## config.mk

```make
export PLATFORM = sky130hd
export DESIGN_NAME = lcd_sequencer
export DESIGN_NICKNAME = d
export VERILOG_FILES = /design/src/rtl/lcd_sequencer_pkg.sv /design/src/rtl/lcd_sequencer_xfer.sv /design/src/rtl/lcd_sequencer.sv
export SDC_FILE = /design/constraint.sdc
export NUM_CORES = 1
export LEC_CHECK = 0
export CAP_MARGIN = 25
export CORE_MARGIN = 4
export CORE_UTILIZATION = 56
export DETAILED_ROUTE_END_ITERATION = 12
export PLACE_DENSITY = 0.79
export SKIP_LAST_GASP = 1
export SYNTH_ARGS = -nofsm -noshare
export SYNTH_HDL_FRONTEND = slang
export SYNTH_SLANG_ARGS = --single-unit
export TNS_END_PERCENT = 100
```

## constraint.sdc

```tcl
create_clock -name iCLK -period 2.4 [get_ports iCLK]
set_input_delay 0.48 -clock iCLK [delete_from_list [all_inputs] [get_ports iCLK]]
set_output_delay 0.48 -clock iCLK [all_outputs]
set_load 0.005 [all_outputs]
```

## src/rtl/lcd_sequencer_pkg.sv

```systemverilog
// Shared definitions for the LCD sequencer: command bytes, FSM encodings, init ROM.
// Latency: n/a (constants and pure functions only).
// Backpressure: n/a.
package lcd_sequencer_pkg;

  // HD44780 command bytes
  localparam logic [7:0] LCD_FUNC_SET = 8'h38;  // 8-bit bus, 2 lines
  localparam logic [7:0] LCD_DISP_ON  = 8'h0C;  // display on, cursor off
  localparam logic [7:0] LCD_CLEAR    = 8'h01;  // clear display, needs long settle
  localparam logic [7:0] LCD_ENTRY    = 8'h06;  // entry mode, increment
  localparam logic [7:0] LCD_LINE1    = 8'h80;  // DDRAM address line 1, column 0

  // Init ROM geometry; the clear command sits at INIT_CLR_IDX
  localparam int         INIT_ROM_LEN = 4;
  localparam logic [1:0] INIT_CLR_IDX = 2'd2;
  localparam logic [1:0] INIT_LAST    = 2'(INIT_ROM_LEN - 1);

  // Top FSM states
  localparam logic [2:0] S_PWR_WAIT = 3'd0;
  localparam logic [2:0] S_INIT     = 3'd1;
  localparam logic [2:0] S_CLR_WAIT = 3'd2;
  localparam logic [2:0] S_IDLE     = 3'd3;
  localparam logic [2:0] S_WR_ADDR  = 3'd4;
  localparam logic [2:0] S_WR_HI    = 3'd5;
  localparam logic [2:0] S_WR_LO    = 3'd6;

  // Transfer handshake states
  localparam logic [1:0] X_IDLE = 2'd0;
  localparam logic [1:0] X_REQ  = 2'd1;
  localparam logic [1:0] X_GAP  = 2'd2;

  function automatic logic [7:0] init_rom(input logic [1:0] idx);
    case (idx)
      2'd0:    return LCD_FUNC_SET;
      2'd1:    return LCD_DISP_ON;
      2'd2:    return LCD_CLEAR;
      default: return LCD_ENTRY;
    endcase
  endfunction

  // Nibble to uppercase ASCII hex digit
  function automatic logic [7:0] hex_ascii(input logic [3:0] n);
    if (n < 4'd10) return 8'h30 + {4'h0, n};
    else           return 8'h37 + {4'h0, n};
  endfunction

endpackage

```

## src/rtl/lcd_sequencer_xfer.sv

```systemverilog
// Single LCD transfer: latch data/RS, raise Start until Done, one gap cycle, then a done pulse.
// Latency: 3 cycles minimum from i_start to o_xfer_done; unbounded while i_done stays low.
// Backpressure: i_start is only honoured in X_IDLE; callers must wait for o_xfer_done.
module lcd_xfer
  import lcd_sequencer_pkg::*;
(
  input  logic       i_clk,
  input  logic       i_rst,
  input  logic       i_start,
  input  logic [7:0] i_data,
  input  logic       i_rs,
  input  logic       i_done,
  output logic [7:0] o_lcd_data,
  output logic       o_lcd_rs,
  output logic       o_lcd_start,
  output logic       o_xfer_done
);

  logic [1:0] r_state;
  logic [7:0] r_data;
  logic       r_rs;
  logic       r_start;
  logic       r_done;

  // Handshake FSM; data/RS are latched at acceptance so they stay stable while Start is high
  always_ff @(posedge i_clk) begin
    if (i_rst) begin
      r_state <= X_IDLE;
      r_data  <= 8'h00;
      r_rs    <= 1'b0;
      r_start <= 1'b0;
      r_done  <= 1'b0;
    end else begin
      r_done <= 1'b0;
      case (r_state)
        X_IDLE: if (i_start) begin
          r_data  <= i_data;
          r_rs    <= i_rs;
          r_start <= 1'b1;
          r_state <= X_REQ;
        end
        X_REQ: if (i_done) begin
          r_start <= 1'b0;
          r_state <= X_GAP;
        end
        X_GAP: begin
          r_state <= X_IDLE;
          r_done  <= 1'b1;
        end
        default: r_state <= X_IDLE;
      endcase
    end
  end

  assign o_lcd_data  = r_data;
  assign o_lcd_rs    = r_rs;
  assign o_lcd_start = r_start;
  assign o_xfer_done = r_done;

endmodule

```

## src/rtl/lcd_sequencer.sv

```systemverilog
// Powers up and initialises an HD44780 via the lcd controller, then shows a byte as two hex chars.
// Latency: iUpdate in IDLE -> oLCD_Start on the next edge; an update is three transfers.
// Backpressure: requests outside IDLE collapse into one pending flag; value sampled at acceptance.
module lcd_sequencer
  import lcd_sequencer_pkg::*;
#(
  parameter int INIT_WAIT_CYC = 50000,
  parameter int CLR_WAIT_CYC  = 100000
) (
  input  logic       iCLK,
  input  logic       iRST,
  input  logic [7:0] iValue,
  input  logic       iUpdate,
  output logic       oReady,
  output logic       oBusy,
  output logic [7:0] oLCD_DATA,
  output logic       oLCD_RS,
  output logic       oLCD_Start,
  input  logic       iLCD_Done
);

  // A zero wait is treated as a single cycle so the compare value never underflows
  localparam int INIT_EFF = (INIT_WAIT_CYC < 1) ? 1 : INIT_WAIT_CYC;
  localparam int CLR_EFF  = (CLR_WAIT_CYC < 1) ? 1 : CLR_WAIT_CYC;
  localparam int MAX_EFF  = (INIT_EFF > CLR_EFF) ? INIT_EFF : CLR_EFF;
  localparam int CNT_W    = $clog2(MAX_EFF + 1);
  localparam logic [CNT_W-1:0] INIT_CNT_LAST = CNT_W'(INIT_EFF - 1);
  localparam logic [CNT_W-1:0] CLR_CNT_LAST  = CNT_W'(CLR_EFF - 1);

  logic [2:0]       r_state;
  logic [CNT_W-1:0] r_cnt;
  logic [1:0]       r_idx;
  logic             r_pend;
  logic [7:0]       r_val;
  logic             r_issued;

  logic             w_take;
  logic             w_xfer_start;
  logic [7:0]       w_data;
  logic             w_rs;
  logic             w_xfer_done;

  assign w_take = (r_state == S_IDLE) && (r_pend || iUpdate);

  // Select the byte for the current step; each step launches exactly one transfer
  always_comb begin
    w_data       = 8'h00;
    w_rs         = 1'b0;
    w_xfer_start = 1'b0;
    case (r_state)
      S_INIT: begin
        w_data       = init_rom(r_idx);
        w_xfer_start = !r_issued;
      end
      S_IDLE: begin
        w_data       = LCD_LINE1;
        w_xfer_start = w_take;
      end
      S_WR_ADDR: begin
        w_data       = LCD_LINE1;
        w_xfer_start = !r_issued;
      end
      S_WR_HI: begin
        w_data       = hex_ascii(r_val[7:4]);
        w_rs         = 1'b1;
        w_xfer_start = !r_issued;
      end
      S_WR_LO: begin
        w_data       = hex_ascii(r_val[3:0]);
        w_rs         = 1'b1;
        w_xfer_start = !r_issued;
      end
      default: ;
    endcase
  end

  // Sequencing FSM: power-up wait, init ROM with post-clear settle, then display writes
  always_ff @(posedge iCLK) begin
    if (iRST) begin
      r_state  <= S_PWR_WAIT;
      r_cnt    <= '0;
      r_idx    <= 2'd0;
      r_pend   <= 1'b0;
      r_val    <= 8'h00;
      r_issued <= 1'b0;
    end else begin
      if (iUpdate && (r_state != S_IDLE)) r_pend <= 1'b1;
      if (w_xfer_start) r_issued <= 1'b1;
      case (r_state)
        S_PWR_WAIT: begin
          if (r_cnt == INIT_CNT_LAST) begin
            r_cnt   <= '0;
            r_state <= S_INIT;
          end else begin
            r_cnt <= r_cnt + 1'b1;
          end
        end
        S_INIT: if (w_xfer_done) begin
          r_issued <= 1'b0;
          if (r_idx == INIT_CLR_IDX) begin
            r_idx   <= r_idx + 1'b1;
            r_state <= S_CLR_WAIT;
          end else if (r_idx == INIT_LAST) begin
            r_idx   <= 2'd0;
            r_state <= S_IDLE;
          end else begin
            r_idx <= r_idx + 1'b1;
          end
        end
        S_CLR_WAIT: begin
          if (r_cnt == CLR_CNT_LAST) begin
            r_cnt   <= '0;
            r_state <= S_INIT;
          end else begin
            r_cnt <= r_cnt + 1'b1;
          end
        end
        S_IDLE: if (w_take) begin
          r_val   <= iValue;
          r_pend  <= 1'b0;
          r_state <= S_WR_ADDR;
        end
        S_WR_ADDR: if (w_xfer_done) begin
          r_issued <= 1'b0;
          r_state  <= S_WR_HI;
        end
        S_WR_HI: if (w_xfer_done) begin
          r_issued <= 1'b0;
          r_state  <= S_WR_LO;
        end
        S_WR_LO: if (w_xfer_done) begin
          r_issued <= 1'b0;
          r_state  <= S_IDLE;
        end
        default: r_state <= S_PWR_WAIT;
      endcase
    end
  end

  lcd_xfer u_xfer (
    .i_clk       (iCLK),
    .i_rst       (iRST),
    .i_start     (w_xfer_start),
    .i_data      (w_data),
    .i_rs        (w_rs),
    .i_done      (iLCD_Done),
    .o_lcd_data  (oLCD_DATA),
    .o_lcd_rs    (oLCD_RS),
    .o_lcd_start (oLCD_Start),
    .o_xfer_done (w_xfer_done)
  );

  assign oBusy  = (r_state != S_IDLE);
  assign oReady = (r_state == S_IDLE) && !r_pend;

endmodule

```

==> results.sh <==
export IMPL_overflow=0
export IMPL_synth_edf_count=0
export IMPL_regToRegEndpoint="u_xfer.o_lcd_data[3]$_SDFFE_PP0P_"
export IMPL_fin_crit_sh_pct=95.0
export IMPL_ant_nets=0
export IMPL_vias=2056
export IMPL_finalCriticalPeriod_ps=2280
export IMPL_grt_pass1_wl_um=8470
export IMPL_worst_setup_path_end_kind="output pin"
export IMPL_clockBufferDepth=2
export IMPL_cp_arrival_ps=1800
export IMPL_grt_max_degree=25
export IMPL_rsz0062_at_grt="no"
export IMPL_cp_start_kind="flip-flop"
export IMPL_hold_buffers=0
export IMPL_clk_pin_slew_worst_paths_ps=80
export IMPL_synth_area_leaders="dfxtp_1 (39%), nor2_1 (6.6%), nand2_1 (5.3%)"
export IMPL_synthArstFlopShare_pct=0
export IMPL_r2r_start="r_state[2]$_SDFFE_PP0P_"
export IMPL_setup_violations=0
export IMPL_synth_area_per_cell_um2=8.30
export IMPL_synthesis_area_um2=2320
export IMPL_ys_top_cells_by_count="dfxtp_1 (45), nor2_1 (41), nand2_1 (33), a21oi_1 (23), o21ai_0 (14)"
export IMPL_drt_iter0_drc=270
export IMPL_outcome="finished, final reports clean"
export IMPL_firstDrtPassIters=4
export IMPL_globalplace_congestion=0.874
export IMPL_final_max_slew_viol_count=0
export IMPL_synth_simple_area_share_pct=25.8
export IMPL_area_delta_synth_final_pct=16.3
export IMPL_irDropWorstVdd_uv=420
export IMPL_htree_num_levels=2
export IMPL_num_io_pins=24
export IMPL_stdcell_count=359
export IMPL_routedWlPerCell_um=13.9
export IMPL_power_leakage_uw=0.000910
export IMPL_cts_root_buf="clkbuf_8"
export IMPL_maxSlewHeadroom_pct=54.3
export IMPL_tightest_slew_ps=684
export IMPL_seq_area_frac_synth_pct=38.8
export IMPL_core_area_um2=4000
export IMPL_fillers=348
export IMPL_skew_ps=12.6
export IMPL_synthMuxAreaShare_pct=1.72
export IMPL_yosys_area_top_type="dfxtp_1"
export IMPL_drcViolationCount=0
export IMPL_synthCells=280
export IMPL_crit_required_ps=1920
export IMPL_drive_gt1_share_pct=8.41
export IMPL_hold_path_depth=2
export IMPL_grt_pass1_vias=1861
export IMPL_yosysTopAreaCellShare_pct=38.8
export IMPL_die_y_um=72.4
export IMPL_die_w_um=72.4
export IMPL_crit_type="flip-flop to output pin"
export IMPL_start_util_pct=58.1
export IMPL_die_area_um2=5240
export IMPL_cts_resized=0
export IMPL_worstHoldStart="u_xfer.o_lcd_data[6]$_SDFFE_PP0P_"
export IMPL_fin_tns_setup_ps=0
export IMPL_finalNetCount=328
export IMPL_synth_main_ff_cell="dfxtp_1"
export IMPL_worst_r2r_cell_count=6
export IMPL_synth_seq_cells=45
export IMPL_p_per_area_nw_per_um2=618
export IMPL_r2r_setup_slack_ps=390
export IMPL_fmax_mhz=438
export IMPL_cts_made_buffers=5
export IMPL_yosysMostFrequentCell="dfxtp_1"
export IMPL_fin_ws_ps=119
export IMPL_io_buffers=23
export IMPL_grt_usage_pct=20.4
export IMPL_synth_xor_area_share_pct=6.79
export IMPL_cts_tree="done"
export IMPL_num_rows=23
export IMPL_post_cts_buffers=0
export IMPL_cts_sinks=45
export IMPL_synth_compound_area_share_pct=18.3
export IMPL_dp_hpwl_um=3600
export IMPL_drv_cap=0
export IMPL_placedCellCount=351
export IMPL_n_antenna_cell=0
export IMPL_synthAdderAreaFrac_pct=4.31
export IMPL_syn_num_nets=300
export IMPL_synth_top_family_by_area="simple AND/OR/NAND/NOR gates"
export IMPL_pre_cts_ws_ps=276
export IMPL_whs_ps=479
export IMPL_cp_max_fo=15
export IMPL_vias_per_cell=5.73
export IMPL_clk_latency_ps=310
export IMPL_ys_types=50
export IMPL_yosysWarnings=0
export IMPL_hp_class="flip-flop to flip-flop"
export IMPL_routed_wl_um=4990
export IMPL_final_hold_violation_count=0
export IMPL_hold_end="u_xfer.o_lcd_data[6]$_SDFFE_PP0P_"
export IMPL_grt_antenna_before_repair=0
[metal layers]
metal	global-route usage [%]	vias to the layer above	share of wire [%]
met5	0	-	0
met4	7.58	0	1.3
met3	4.43	5	5.3
met2	30.4	51	44
met1	28.9	973	50
li1	-	1027	-
[state kept, by name, summed over array words and instances (netlist names)]
| register | cells |
|---|---|
| r_idx | 2 |
| u_xfer.o_lcd_data | 8 |
| u_xfer.o_lcd_rs | 1 |
| r_cnt | 17 |
| u_xfer.o_xfer_done | 1 |
| r_val | 8 |
| u_xfer.r_state | 2 |
| r_state | 3 |
| r_pend | 1 |
| r_issued | 1 |
| u_xfer.o_lcd_start | 1 |
[cell families (layout without fill, tap and decap cells)]
family	Yosys count	in the layout
AND/OR/NAND/NOR	121	121
AO/OA/AOI/OAI	63	63
adder cells (fa/ha/maj)	8	8
multiplexers	4	4
buffers and inverters	21	50
XOR/XNOR	18	18
flip-flops	45	45
[worst max-delay path: stages (launching register included)]
cell             delay (ps)
dfxtp_1                 620
and3b_1                 280
inv_1                    90
clkdlybuf4s50_1         500
[power breakdown]
group / total, uW / switching (uW) / internal (uW)
Sequential: 860 / 50.7 / 809
Clock: 462 / 256 / 206
Combinational: 348 / 164 / 183
[final cells by class]
type	count	area (um^2)	share of cell area [%]
clock buffers	7	76.3	2.82
clock inverters	1	7.51	0.278
inverters	11	41.3	1.53
multi-input cells	214	1320	49.0
flip-flops and latches	45	901	33.3
well taps	50	62.6	2.31
repair buffers	31	290	10.7
[worst max-delay path by stage]
| stage | startpoint | endpoint | slack, ps | cells after the start |
|---|---|---|---|---|
| 2_1_floorplan | r_cnt[0]$_SDFFE_PP0P_ | r_cnt[6]$_SDFFE_PP0P_ | 600 | 7 |
| 3_3_place_gp | iUpdate | u_xfer.o_lcd_data[3]$_SDFFE_PP0P_ | 360 | 6 |
| 3_5_place_dp | iUpdate | u_xfer.o_lcd_data[3]$_SDFFE_PP0P_ | 280 | 6 |
| 4_1_cts | r_state[2]$_SDFFE_PP0P_ | oBusy | 130 | 3 |
| 5_1_grt | r_state[2]$_SDFFE_PP0P_ | oBusy | 9 | 3 |
| 6_report | r_state[2]$_SDFFE_PP0P_ | oBusy | 120 | 3 |
[metrics by stage]
step	instance area (um^2)	util (%)	power (uW)
6_report	2700	67.6	1670
5_1_grt	2700	67.6	1750
4_1_cts	2700	67.6	1680
3_5_place_dp	2620	65.5	1220
3_3_place_gp	2620	65.5	1210
2_1_floorplan	2320	-	1090
[cell usage in the layout (no fill, tap or decap), types with 2 or more instances in the layout]
| master | count |
|---|---|
| mux2i_1 | 4 |
| inv_1 | 11 |
| nand3_1 | 5 |
| and4bb_2 | 2 |
| or2_2 | 2 |
| nor3_1 | 6 |
| and3b_1 | 2 |
| clkbuf_1 | 2 |
| o31ai_1 | 3 |
| xnor2_1 | 6 |
| nand2b_1 | 5 |
| nor2_1 | 41 |
| clkbuf_8 | 5 |
| nand4_1 | 9 |
| a21oi_1 | 23 |
| nand2_1 | 33 |
| a311oi_1 | 3 |
| o21ai_0 | 14 |
| nor2b_1 | 5 |
| nor3b_1 | 3 |
| a22oi_1 | 2 |
| dfxtp_1 | 45 |
| buf_4 | 8 |
| xor2_1 | 12 |
| o22ai_1 | 2 |
| clkdlybuf4s50_1 | 23 |
| ha_1 | 8 |
| a211oi_1 | 3 |
Note: power is estimated with default switching activity, not from simulation.
